File: src/rtl/seg_pkg.sv
// Shared definitions for the seven-segment scan controller.
// Glyphs are active-low, bit order {g,f,e,d,c,b,a}.
package seg_pkg;

    localparam logic [6:0] SEG_0     = 7'b1000000;
    localparam logic [6:0] SEG_1     = 7'b1111001;
    localparam logic [6:0] SEG_2     = 7'b0100100;
    localparam logic [6:0] SEG_3     = 7'b0110000;
    localparam logic [6:0] SEG_4     = 7'b0011001;
    localparam logic [6:0] SEG_5     = 7'b0010010;
    localparam logic [6:0] SEG_6     = 7'b0000010;
    localparam logic [6:0] SEG_7     = 7'b1111000;
    localparam logic [6:0] SEG_8     = 7'b0000000;
    localparam logic [6:0] SEG_9     = 7'b0010000;
    localparam logic [6:0] SEG_A     = 7'b0001000;
    localparam logic [6:0] SEG_B     = 7'b0000011;
    localparam logic [6:0] SEG_C     = 7'b1000110;
    localparam logic [6:0] SEG_D     = 7'b0100001;
    localparam logic [6:0] SEG_E     = 7'b0000110;
    localparam logic [6:0] SEG_F     = 7'b0001110;
    localparam logic [6:0] SEG_BLANK = 7'h7F;

    // Literals carry an ST_ prefix so they never collide with the GUARD parameter.
    typedef enum logic [1:0] {
        ST_OFF,
        ST_GUARD,
        ST_SHOW
    } scan_state_t;

endpackage

File: src/rtl/seg_scan_ctrl_hex7seg.sv
// hex7seg: combinational hex digit to active-low seven-segment decoder.
module hex7seg
    import seg_pkg::*;
(
    input  logic [3:0] hex,
    output logic [6:0] seg
);

    // Full 0-F table; every code has a glyph.
    always_comb begin
        seg = SEG_BLANK;
        case (hex)
            4'h0: seg = SEG_0;
            4'h1: seg = SEG_1;
            4'h2: seg = SEG_2;
            4'h3: seg = SEG_3;
            4'h4: seg = SEG_4;
            4'h5: seg = SEG_5;
            4'h6: seg = SEG_6;
            4'h7: seg = SEG_7;
            4'h8: seg = SEG_8;
            4'h9: seg = SEG_9;
            4'hA: seg = SEG_A;
            4'hB: seg = SEG_B;
            4'hC: seg = SEG_C;
            4'hD: seg = SEG_D;
            4'hE: seg = SEG_E;
            4'hF: seg = SEG_F;
            default: seg = SEG_BLANK;
        endcase
    end

endmodule

File: src/rtl/seg_scan_ctrl.sv
// seg_scan_ctrl: time-multiplexed scan of NDIG hex digits onto one
// active-low segment bus, with a blank guard before each digit and
// frame-aligned commit of new values.
// Optional feature macro: SEG_SCAN_LZ_BLANK_EN (leading-zero blanking).
//
// state    | meaning
// ---------+----------------------------------------------
// ST_OFF   | scan stopped, bus blank, waiting for en
// ST_GUARD | blank interval before the current digit
// ST_SHOW  | current digit enabled and driven for PRESC cycles
module seg_scan_ctrl
    import seg_pkg::*;
#(
    parameter int NDIG  = 4,
    parameter int PRESC = 1000,
    parameter int GUARD = 16
) (
    input  logic              clk,
    input  logic              rst,
    input  logic              en,
    input  logic              load,
    input  logic [4*NDIG-1:0] din,
    output logic [6:0]        dout,
    output logic [NDIG-1:0]   an,
    output logic              frame_done
);

    localparam int CMAX = (PRESC > GUARD) ? PRESC : GUARD;
    localparam int CW   = $clog2(CMAX + 1);
    localparam int IW   = $clog2(NDIG);

    localparam logic [CW-1:0] P_LD      = CW'(PRESC - 1);
    localparam logic [CW-1:0] G_LD      = CW'((GUARD > 0) ? GUARD - 1 : 0);
    localparam logic [IW-1:0] LAST      = IW'(NDIG - 1);
    localparam bit            HAS_GUARD = (GUARD > 0);

    scan_state_t       state, state_n;
    logic [IW-1:0]     idx, idx_n;
    logic [CW-1:0]     cnt, cnt_n;
    logic [4*NDIG-1:0] pend, disp;
    logic [4*NDIG-1:0] commit_val;
    logic              commit, eof;
    scan_state_t       start_state;
    logic [CW-1:0]     start_cnt;
    logic [3:0]        sel_hex;
    logic [6:0]        seg_raw;
    logic              blank_digit;
    logic [6:0]        dout_n;
    logic [NDIG-1:0]   an_n;

    // A load coinciding with a commit is forwarded so the new value is not lost.
    assign commit_val  = load ? din : pend;
    assign start_state = HAS_GUARD ? ST_GUARD : ST_SHOW;
    assign start_cnt   = HAS_GUARD ? G_LD : P_LD;
    assign sel_hex     = disp[4*int'(idx) +: 4];

    hex7seg u_hex7seg (
        .hex (sel_hex),
        .seg (seg_raw)
    );

`ifdef SEG_SCAN_LZ_BLANK_EN
    logic [IW-1:0] lz_top, lz_top_n;

    // Highest nonzero digit of the value being committed; digit 0 is the floor.
    always_comb begin
        lz_top_n = '0;
        for (int i = 1; i < NDIG; i++) begin
            if (commit_val[4*i +: 4] != 4'h0) lz_top_n = IW'(i);
        end
    end

    // Leading-zero limit follows disp, updated only at commits.
    always_ff @(posedge clk) begin
        if (!rst) lz_top <= '0;
        else if (commit) lz_top <= lz_top_n;
    end

    assign blank_digit = (idx > lz_top);
`else
    assign blank_digit = 1'b0;
`endif

    // Next-state logic: slot down-counter terminates at zero; en low always wins.
    always_comb begin
        state_n = state;
        idx_n   = idx;
        cnt_n   = cnt;
        commit  = 1'b0;
        eof     = 1'b0;
        if (!en) begin
            state_n = ST_OFF;
            idx_n   = '0;
            cnt_n   = '0;
        end else begin
            case (state)
                ST_OFF: begin
                    commit  = 1'b1;
                    idx_n   = '0;
                    state_n = start_state;
                    cnt_n   = start_cnt;
                end
                ST_GUARD: begin
                    if (cnt == '0) begin
                        state_n = ST_SHOW;
                        cnt_n   = P_LD;
                    end else begin
                        cnt_n = cnt - 1'b1;
                    end
                end
                ST_SHOW: begin
                    if (cnt == '0) begin
                        state_n = start_state;
                        cnt_n   = start_cnt;
                        if (idx == LAST) begin
                            idx_n  = '0;
                            eof    = 1'b1;
                            commit = 1'b1;
                        end else begin
                            idx_n = idx + 1'b1;
                        end
                    end else begin
                        cnt_n = cnt - 1'b1;
                    end
                end
                default: begin
                    state_n = ST_OFF;
                    idx_n   = '0;
                    cnt_n   = '0;
                end
            endcase
        end
    end

    // Pin values for this cycle; gated by en so a stop blanks on the next edge.
    always_comb begin
        dout_n = SEG_BLANK;
        an_n   = '1;
        if (en && (state == ST_SHOW)) begin
            an_n[idx] = 1'b0;
            dout_n    = blank_digit ? SEG_BLANK : seg_raw;
        end
    end

    // State, data registers and registered pins.
    always_ff @(posedge clk) begin
        if (!rst) begin
            state      <= ST_OFF;
            idx        <= '0;
            cnt        <= '0;
            pend       <= '0;
            disp       <= '0;
            dout       <= SEG_BLANK;
            an         <= '1;
            frame_done <= 1'b0;
        end else begin
            state      <= state_n;
            idx        <= idx_n;
            cnt        <= cnt_n;
            if (load)   pend <= din;
            if (commit) disp <= commit_val;
            dout       <= dout_n;
            an         <= an_n;
            frame_done <= eof;
        end
    end

endmodule
File: config.mk
export PLATFORM = sky130hd
export DESIGN_NAME = seg_scan_ctrl
export DESIGN_NICKNAME = d
export VERILOG_FILES = /design/src/rtl/seg_pkg.sv /design/src/rtl/seg_scan_ctrl_hex7seg.sv /design/src/rtl/seg_scan_ctrl.sv
export SDC_FILE = /design/constraint.sdc
export NUM_CORES = 1
export LEC_CHECK = 0
export CORE_MARGIN = 2
export CORE_UTILIZATION = 55
export DETAILED_ROUTE_END_ITERATION = 16
export PLACE_DENSITY = 0.89
export REMOVE_ABC_BUFFERS = 1
export SLEW_MARGIN = 20
export SYNTH_ARGS = -nofsm -noshare
export SYNTH_HDL_FRONTEND = slang
export SYNTH_SLANG_ARGS = --single-unit
File: constraint.sdc
create_clock -name clk -period 4.3 [get_ports clk]
set_clock_uncertainty 0.05 [all_clocks]
set_input_delay 0.86 -clock clk [delete_from_list [all_inputs] [get_ports clk]]
set_output_delay 0.86 -clock clk [all_outputs]
set_load 0.05 [all_outputs]
Word level (Yosys, flattened, before mapping)
Memory sizes are Yosys's and may differ from the RTL's. A register that Yosys moved wholly into a read port is not among the register bits. Index checks and enable logic that the tools add are counted.

Bits in read-only memories: 112. Output and inout port bits: 12. Memories: 1. Flip-flop bits (word level): 51. Input port bits: 20.

Bitwise gates (word level): 2. Order comparisons: 2. Mux-type cells: 16. Shift operators: 1. Eq/ne operators: 5. $add $sub $neg: 2. Reduce and logical (&&, ||, !) cells: 10.

Memory list: (no name shown) (depth 16, bits a word 7, read ports 1, clocked after memory_dff 1, wr ports 0, RTL line seg_scan_ctrl_hex7seg.sv:12) `case (hex)`.

Operator list (count): $pmux 10 s3 (1); $mux 10 (2); $mux 16 (1); $shiftx 16x5->4 (1); $logic_not 10->1 (1); $sub 10x1->10 const B (1); $mux 2 (4); $reduce_and 2->1 (4); $pmux 2 s3 (1); $eq 2x2->1 const B (2); $mux 1 (4); $ne 2x2->1 const B (2); $not 4->4 (1); $pmux 2 s2 (1); $lt 2x3->1 const B (1); $reduce_and 3->1 (1); $add 2x1->2 const B (1); $demux 1 s2 (1); $eq 2x1->1 const B (1); $ge 2x1->1 const B (1); $logic_and 1x1->1 (2); $logic_not 2->1 (1); $pmux 1 s2 (1); $logic_not 1->1 (1); $not 1->1 (1).

Depth between registers and ports, before layout
Gate-level depths: netlist of the first run.

Word-level depth: 5. Gate-level depth with buffers: 8.

Modules after synthesis
A second synthesis of the first run with hierarchy kept.

Cells, all modules: 256. Area total of the unflattened synthesis: 2691.3 um2.

By module, submodules not included: seg_scan_ctrl (cells each 221, times used 1, area an instance 2443.6 um2); hex7seg (cells each 35, times used 1, area an instance 247.7 um2).

Least setup slack after synthesis of the first run
No wires, ideal clock.

Path type: input to register. Start point: input load. End point: register disp[10]. Stages on the path: 4. Data arrival time: 2.000 ns. Library setup time: 0.134 ns. Slack: 2.116 ns. Data required time: 4.116 ns. Path buffers: 2. Cells stage by stage: clkbuf_1 clkbuf_1 mux2i_1 a211oi_1.

Cells in the longest elaborated chain, start to end: 1.

Ends and longest elaborated chain: start, declared (RTL line seg_scan_ctrl.sv:21) `input logic load,`; $mux 16; end signal, assigned (RTL line seg_scan_ctrl.sv:161) `if (commit) disp <= commit_val;`; end, declared (RTL line seg_scan_ctrl.sv:40) `logic [4*NDIG-1:0] pend, disp;`.

Every way passes these cells. A chain may end at the register's enable or synchronous reset.

Worst setup path in the final report of the first run
Start point: register idx[0]. End point: register disp[14].

Cells in the longest elaborated chain, start to end: 5.

Ends and longest elaborated chain: start, declared (RTL line seg_scan_ctrl.sv:38) `logic [IW-1:0] idx, idx_n;`; start signal, assigned (RTL line seg_scan_ctrl.sv:158) `idx <= idx_n;`; $eq 2x2->1 (RTL line seg_scan_ctrl.sv:115) `if (idx == LAST) begin`; $mux 1 (RTL line seg_scan_ctrl.sv:115); $mux 1 (RTL line seg_scan_ctrl.sv:112) `if (cnt == '0) begin`; $pmux 1 s2 (RTL line seg_scan_ctrl.sv:96) `case (state)`; $mux 1 (RTL line seg_scan_ctrl.sv:91) `if (!en) begin`.

Every way passes these cells.

==> results.py, run 1 <==
metrics = {
    "grt": {
        "grt_pass1_vias": 1858,
        "grtUsageTotal": 0.206,
        "grt_max_degree": 33,
        "grt_pass1_wl_mm": 8.19,
        "globalRouteOverflowTotal": 0,
        "antenna_found_initial": 0,
    },
    "sta": {
        "rsz0062_at_grt": "no",
        "fin_ws_ns": 1.44,
        "fmax_mhz": 349,
        "timing.final.crit_share": 0.666,
        "worst_slew_pin_slew_ns": 0.934,
        "relSlewSlack": 0.375,
        "setup_tns_ns": 0,
        "fin_crit_ns": 2.86,
        "setup_viol": 0,
        "slew_violations": 0,
        "hold_viol_final": 0,
    },
    "synthesis": {
        "synth_fa_ha_area_frac": 0.0575,
        "synth_area_per_cell_um2": 10.0,
        "yosys.area_share.simple": 0.108,
        "syn_area_um2": 2610,
        "synth_cells": 261,
        "yosysSeqAreaShare": 0.445,
        "synth-xor-area-share": 0.0268,
        "synth-seq-cells": 58,
        "synth_compound_area_frac": 0.190,
        "synth.distinct_cells": 40,
        "muxShareOfSynthArea": 0.107,
        "synth-edff-count": 0,
        "yosys_warnings": 0,
        "synthFlopType": "dfxtp_1",
        "synth_async_sr_flop_share": 0,
        "synth_top_family_by_area": "compound AO/OA/AOI/OAI gates",
    },
    "pwr": {
        "p_leak_nw": 1.18,
        "cellPowerDensity_nw_per_um2": 433,
        "ir_drop_uv": 276,
    },
    "setup_path": {
        "startpoint_type": "register",
        "cp.arrival_ns": 2.99,
        "cp-end-kind": "register",
        "crit_fanout": 17,
        "required_ns": 4.43,
        "r2r_start": "idx[0]",
        "path_class": "register to register",
        "slowest_stage": "o41ai_4",
        "crit_chain": "ha_1, inv_1, o41ai_4, and3_1, a211oi_1",
        "reg2reg_depth": 5,
        "crit_path_max_incr_delay_ns": 0.83,
        "reg2reg_slack_ns": 1.44,
        "reg2reg_to": "disp[14]",
    },
    "floorplan": {
        "start_util": 0.560,
        "die_area_um2": 5320,
        "die_h_um": 72.9,
        "coreArea_um2": 4660,
        "ios": 32,
        "std_cell_rows": 25,
        "die_x_um": 72.9,
    },
    "cts": {
        "cts_tree": "built",
        "post_cts_buffers": 0,
        "postCtsHoldBufs": 0,
        "clock_latency_ns": 0.34,
        "numCtsBuffers": 9,
        "cts_htree_levels": 3,
        "cts_sinks": 58,
        "cts-root-buf": "clkbuf_8",
        "ctsResizeCount": 0,
        "clk_pin_slew_ns": 0.06,
        "cts_buffer_depth": 2,
    },
    "hold_path": {
        "hold_end": "pend[0]",
        "min_from": "pend[0]",
        "hold_class": "register to register",
        "hold-path-cell-count": 2,
    },
    "routing": {
        "via_count": 2001,
        "drc": 0,
        "vias_per_cell": 5.83,
        "wl_per_cell_um": 14.3,
        "finalWirelength_mm": 4.89,
        "first_pass_iters": 4,
        "ant_nets": 0,
        "first_iter_violations": 92,
    },
    "placement": {
        "place_congestion": 0.813,
        "dp_cells": 327,
        "io_buffer_count": 31,
        "dpl.hpwl_mm": 3.22,
        "pre_cts_ws_ns": 1.47,
    },
    "cells_and_area": {
        "diodes": 0,
        "finalNonFillerCells": 343,
        "fin_util": 0.664,
        "area_delta_synth_final_pct": 18.6,
        "layout.nets": 316,
        "final_common_cell": "dfxtp_1",
        "layout.cells.most_common_list": "58 x dfxtp_1, 31 x clkdlybuf4s50_1, 28 x nor2_1, 22 x a31oi_1, 19 x mux2i_1",
        "drive_gt1_frac": 0.0934,
    },
    "run_status": {
        "run_status": "finished, final reports clean",
    },
    "job": {
        "maxCapViolations": 0,
    },
}
worst max-delay path by stage:
stage | endpoint | slack (ns) | from
after floorplan | disp[10] | 1.94 | cnt[0]
after global placement | dout[3] | 1.54 | en
after detailed placement | dout[4] | 1.47 | en
after CTS | disp[14] | 1.43 | idx[0]
after global routing | disp[14] | 1.21 | idx[0]
final | disp[14] | 1.44 | idx[0]
registers in the layout, summed over array words and instances, names as in the netlist:
register / flops
state: 2
idx: 2
disp: 16
an: 4
cnt: 10
dout: 7
pend: 16
frame_done: 1
cells in the mapped netlist, types with 2 or more instances:
master | number | area [um^2]
o21ai_0 | 6 | 30.0
nand2_1 | 8 | 30.0
clkbuf_1 | 10 | 37.5
mux2i_1 | 19 | 190
inv_1 | 10 | 37.5
dfxtp_1 | 58 | 1160
xnor2_1 | 7 | 61.3
o211ai_1 | 2 | 15.0
buf_2 | 5 | 25.0
nand2b_1 | 2 | 12.5
clkbuf_8 | 2 | 27.5
nand3_1 | 4 | 20.0
nor2_1 | 28 | 105
ha_1 | 12 | 150
a21oi_1 | 13 | 65.1
a211oi_1 | 18 | 135
nor3_1 | 4 | 20.0
mux4_2 | 4 | 90.1
nor4_1 | 2 | 12.5
a2111oi_0 | 2 | 17.5
a31oi_1 | 22 | 138
o21a_1 | 3 | 22.5
buf_6 | 2 | 22.5
o22ai_1 | 2 | 12.5
power breakdown:
part	total, W	switching (W)	internal [W]
Sequential	0.000581	0.0000164	0.000565
Combinational	0.000169	0.0000919	0.0000768
Clock	0.000590	0.000209	0.000382
routing by layer:
metal  up-vias  wire length, um  GRT usage
li1        996                -          -
met1       942             2130      0.235
met2        52             2420      0.335
met3        11              246     0.0732
met4         0               97      0.113
met5         -                0          0
logic make-up (layout without fill, tap and decap cells):
logic type / Yosys count / in the layout
buf+inv: 30 / 58
fa+ha+maj: 12 / 12
simple gates: 58 / 58
flops: 58 / 58
mux: 23 / 23
compound gates: 72 / 72
xor+xnor: 8 / 8
worst max-delay path: cells and delay by family (launching register included):
family	cells	cell delay (ns)
adder cells (fa/ha/maj)	1	0.28
AO/OA/AOI/OAI	2	1.00
flip-flops	1	0.62
buffers and inverters	1	0.08
AND/OR/NAND/NOR	1	0.67
layout make-up:
type	instances	area [um^2]
Clock inverter	6	105
Tap cell	54	67.6
Multi-Input combinational cell	173	1280
Fill cell	378	1560
Timing Repair Buffer	32	318
Clock buffer	10	128
Sequential cell	58	1160
Inverter	10	37.5
stage by stage:
step | instance area, um^2 | power [W] | hold WS [ns]
after detailed placement | 2860 | 0.000759 | 0.433
after global placement | 2860 | 0.000751 | 0.428
final | 3100 | 0.00134 | 0.447
after floorplan | 2480 | 0.000706 | 0.406
after CTS | 3100 | 0.00134 | 0.452
after global routing | 3100 | 0.00140 | 0.471
(Power assumes the default switching activity.)
==> run 2: changes to the inputs <==
--- a/config.mk
+++ b/config.mk
@@ -6,9 +6,9 @@
 export NUM_CORES = 1
 export LEC_CHECK = 0
 export CORE_MARGIN = 2
-export CORE_UTILIZATION = 55
+export CORE_UTILIZATION = 49
 export DETAILED_ROUTE_END_ITERATION = 16
-export PLACE_DENSITY = 0.89
+export PLACE_DENSITY = 0.84
 export REMOVE_ABC_BUFFERS = 1
 export SLEW_MARGIN = 20
 export SYNTH_ARGS = -nofsm -noshare
==> constraint.sdc (replaced) <==
create_clock -name clk -period 2.31 [get_ports clk]
set_clock_uncertainty 0.05 [all_clocks]
set_input_delay 0.462 -clock clk [delete_from_list [all_inputs] [get_ports clk]]
set_output_delay 0.462 -clock clk [all_outputs]
set_load 0.05 [all_outputs]
==> run 2 against run 1 <==
Net effect:
- via count is 1.7% higher
- first-iteration DRC count is 75% higher
- register-to-register slack worse by 1.3 ns
- non-clock buffer count is 15 higher
- sequential share of layout area is 1.3 points lower
- total power is 76% higher
- setup slack worse by 1.3 ns
- global-route usage is 2.4 points lower
- combinational power is 99% higher
- clock power is 59% higher
- final area is 3.6% higher
- critical endpoint is now disp[13]
- largest cell class unchanged
==> results.py, run 2 (synthesis gave the netlist of run 1 again) <==
metrics = {
    "run_status": {
        "run_status": "finished, final reports clean",
    },
    "cts": {
        "cts-root-buf": "clkbuf_8",
        "clk_pin_slew_ns": 0.06,
        "cts_buffer_depth": 2,
        "clock_latency_ns": 0.34,
        "cts_sinks": 58,
        "cts_tree": "built",
        "numCtsBuffers": 9,
        "cts_htree_levels": 3,
    },
    "setup_path": {
        "crit_family": "simple AND/OR/NAND/NOR gates",
        "crit_buf_inv": 3,
        "reg2reg_slack_ns": 0.11,
        "slowest_stage": "or4b_4",
        "cp-end-kind": "register",
        "path_common_cell": "buf_4",
        "crit_fanout": 16,
        "reg2reg_depth": 8,
        "crit_chain": "inv_1, ha_1, or4b_4, o41ai_4, buf_4, and3_1, buf_4, a211oi_1",
        "startpoint_type": "register",
        "cp.arrival_ns": 2.34,
        "required_ns": 2.45,
        "crit_path_max_incr_delay_ns": 0.50,
        "cp_num_cells": 8,
        "path_class": "register to register",
    },
    "pwr": {
        "pwr-share-seq": 0.458,
        "power_w": 0.00236,
        "internal-power_w": 0.00176,
        "p_switching_w": 0.000597,
        "clock_power_share": 0.399,
        "combPwrFrac": 0.143,
        "switching_share": 0.253,
        "ir_drop_uv": 379,
        "cellPowerDensity_nw_per_um2": 736,
        "p_leak_nw": 1.23,
    },
    "job": {
        "maxCapViolations": 0,
    },
    "sta": {
        "relSlewSlack": 0.597,
        "worst_slew_pin_slew_ns": 0.604,
        "hold_viol_final": 0,
        "fin_crit_ns": 2.20,
        "slew_violations": 0,
        "rsz0062_at_grt": "no",
        "fin_ws_ns": 0.115,
        "fmax_mhz": 456,
        "setup_viol": 0,
        "timing.final.crit_share": 0.950,
    },
    "placement": {
        "place_congestion": 0.820,
        "dp_cells": 356,
        "dpl.hpwl_mm": 3.57,
        "postPlaceCellArea_um2": 2980,
        "pre_cts_ws_ns": 0.155,
        "io_buffer_count": 31,
    },
    "floorplan": {
        "start_util": 0.508,
        "coreArea_um2": 5140,
        "std_cell_rows": 26,
        "die_x_um": 77,
        "die_h_um": 77,
        "die_area_um2": 5930,
        "ios": 32,
    },
    "routing": {
        "ant_nets": 0,
        "wl_per_cell_um": 13.8,
        "drc": 0,
        "finalWirelength_mm": 5.15,
        "vias_per_cell": 5.44,
        "first_pass_iters": 4,
        "via_count": 2036,
        "first_iter_violations": 161,
    },
    "cells_and_area": {
        "fin_area_um2": 3210,
        "area_delta_synth_final_pct": 22.8,
        "largestRegisters": "disp (16), pend (16), cnt (10)",
        "final_common_cell": "dfxtp_1",
        "fin_util": 0.624,
        "finalNonFillerCells": 374,
        "nFillCells": 469,
        "layout.nets": 331,
        "drive_gt1_frac": 0.145,
        "layout.cells.most_common_list": "58 x dfxtp_1, 31 x clkdlybuf4s50_1, 28 x nor2_1, 22 x a31oi_1, 19 x mux2i_1",
        "diodes": 0,
    },
    "grt": {
        "grtUsageTotal": 0.182,
        "grt_max_degree": 21,
        "antenna_found_initial": 0,
        "grt_pass1_vias": 1950,
        "grt_pass1_wl_mm": 8.69,
        "globalRouteOverflowTotal": 0,
    },
    "hold_path": {
        "hold_class": "register to register",
        "hold-path-cell-count": 2,
    },
}
[run 2: cell count changes in the layout (fill, tap and decap cells not counted)]
cell,previous run,this run
buf_4,1,14
clkbuf_1,1,0
or3_1,1,0
bufinv_16,3,1
or3_4,0,1
buf_2,0,1
clkbuf_8,9,11
clkinvlp_4,0,1
buf_6,0,1
[run 2: what timing repair did]
item	in CTS	in global routing
buffers inserted	0	1
endpoints found under the setup margin	0	2
resized for setup	0	2
hold buffers	0	0
[run 2: worst register-to-register path: stages, from the launching register on]
cell,delay [ns]
dfxtp_1,0.34
inv_1,0.09
ha_1,0.14
or4b_4,0.50
o41ai_4,0.29
buf_4,0.19
and3_1,0.15
buf_4,0.20
a211oi_1,0.10
[run 2: worst paths after layout]
| kind | endpoint | from |
|---|---|---|
| max | disp[13] | cnt[0] |
| min | pend[7] | pend[7] |
| max reg2reg | disp[13] | cnt[0] |
| min reg2reg | pend[7] | pend[7] |
[run 2: per-layer routing]
metal / global-route usage / part of all wire / vias up / wire length [um]
met5: 0 / 0 / - / 0
met4: 0.0714 / 0.012 / 0 / 61
met3: 0.0588 / 0.054 / 7 / 280
met2: 0.296 / 0.50 / 51 / 2550
met1: 0.224 / 0.44 / 950 / 2250
li1: - / - / 1028 / -
[run 2: power by group through the flow]
stage	combinational [W]	clock (W)	sequential (W)
6_report	0.000337	0.000941	0.00108
5_1_grt	0.000374	0.00100	0.00109
4_1_cts	0.000331	0.000961	0.00108
3_5_place_dp	0.000328	0	0.00110
3_3_place_gp	0.000318	0	0.00110
2_1_floorplan	0.000217	0	0.00110
[run 2: layout make-up]
cell class / count / area, um^2 / share of cell area
clock buffer: 11 / 151 / 0.0472
tap: 70 / 87.6 / 0.0273
clock inverter: 5 / 52.6 / 0.0164
multi-input combinational: 173 / 1280 / 0.401
inverter: 10 / 37.5 / 0.0117
sequential: 58 / 1160 / 0.362
timing repair buffer: 47 / 432 / 0.135
[run 2: per-stage QoR]
step                TNS [ns]  hold WS, ns
global placement           0        0.425
global route               0        0.486
detailed placement         0        0.433
CTS                        0        0.447
finish                     0        0.442
floorplan             -0.747        0.406
==> run 3: changes to the inputs <==
--- a/config.mk
+++ b/config.mk
@@ -10,6 +10,7 @@
 export DETAILED_ROUTE_END_ITERATION = 16
 export PLACE_DENSITY = 0.84
 export REMOVE_ABC_BUFFERS = 1
+export SKIP_CTS_REPAIR_TIMING = 1
 export SLEW_MARGIN = 20
 export SYNTH_ARGS = -nofsm -noshare
 export SYNTH_HDL_FRONTEND = slang
==> results of run 3 <==
Final layout, timing and power as in run 2 (identical DEF).
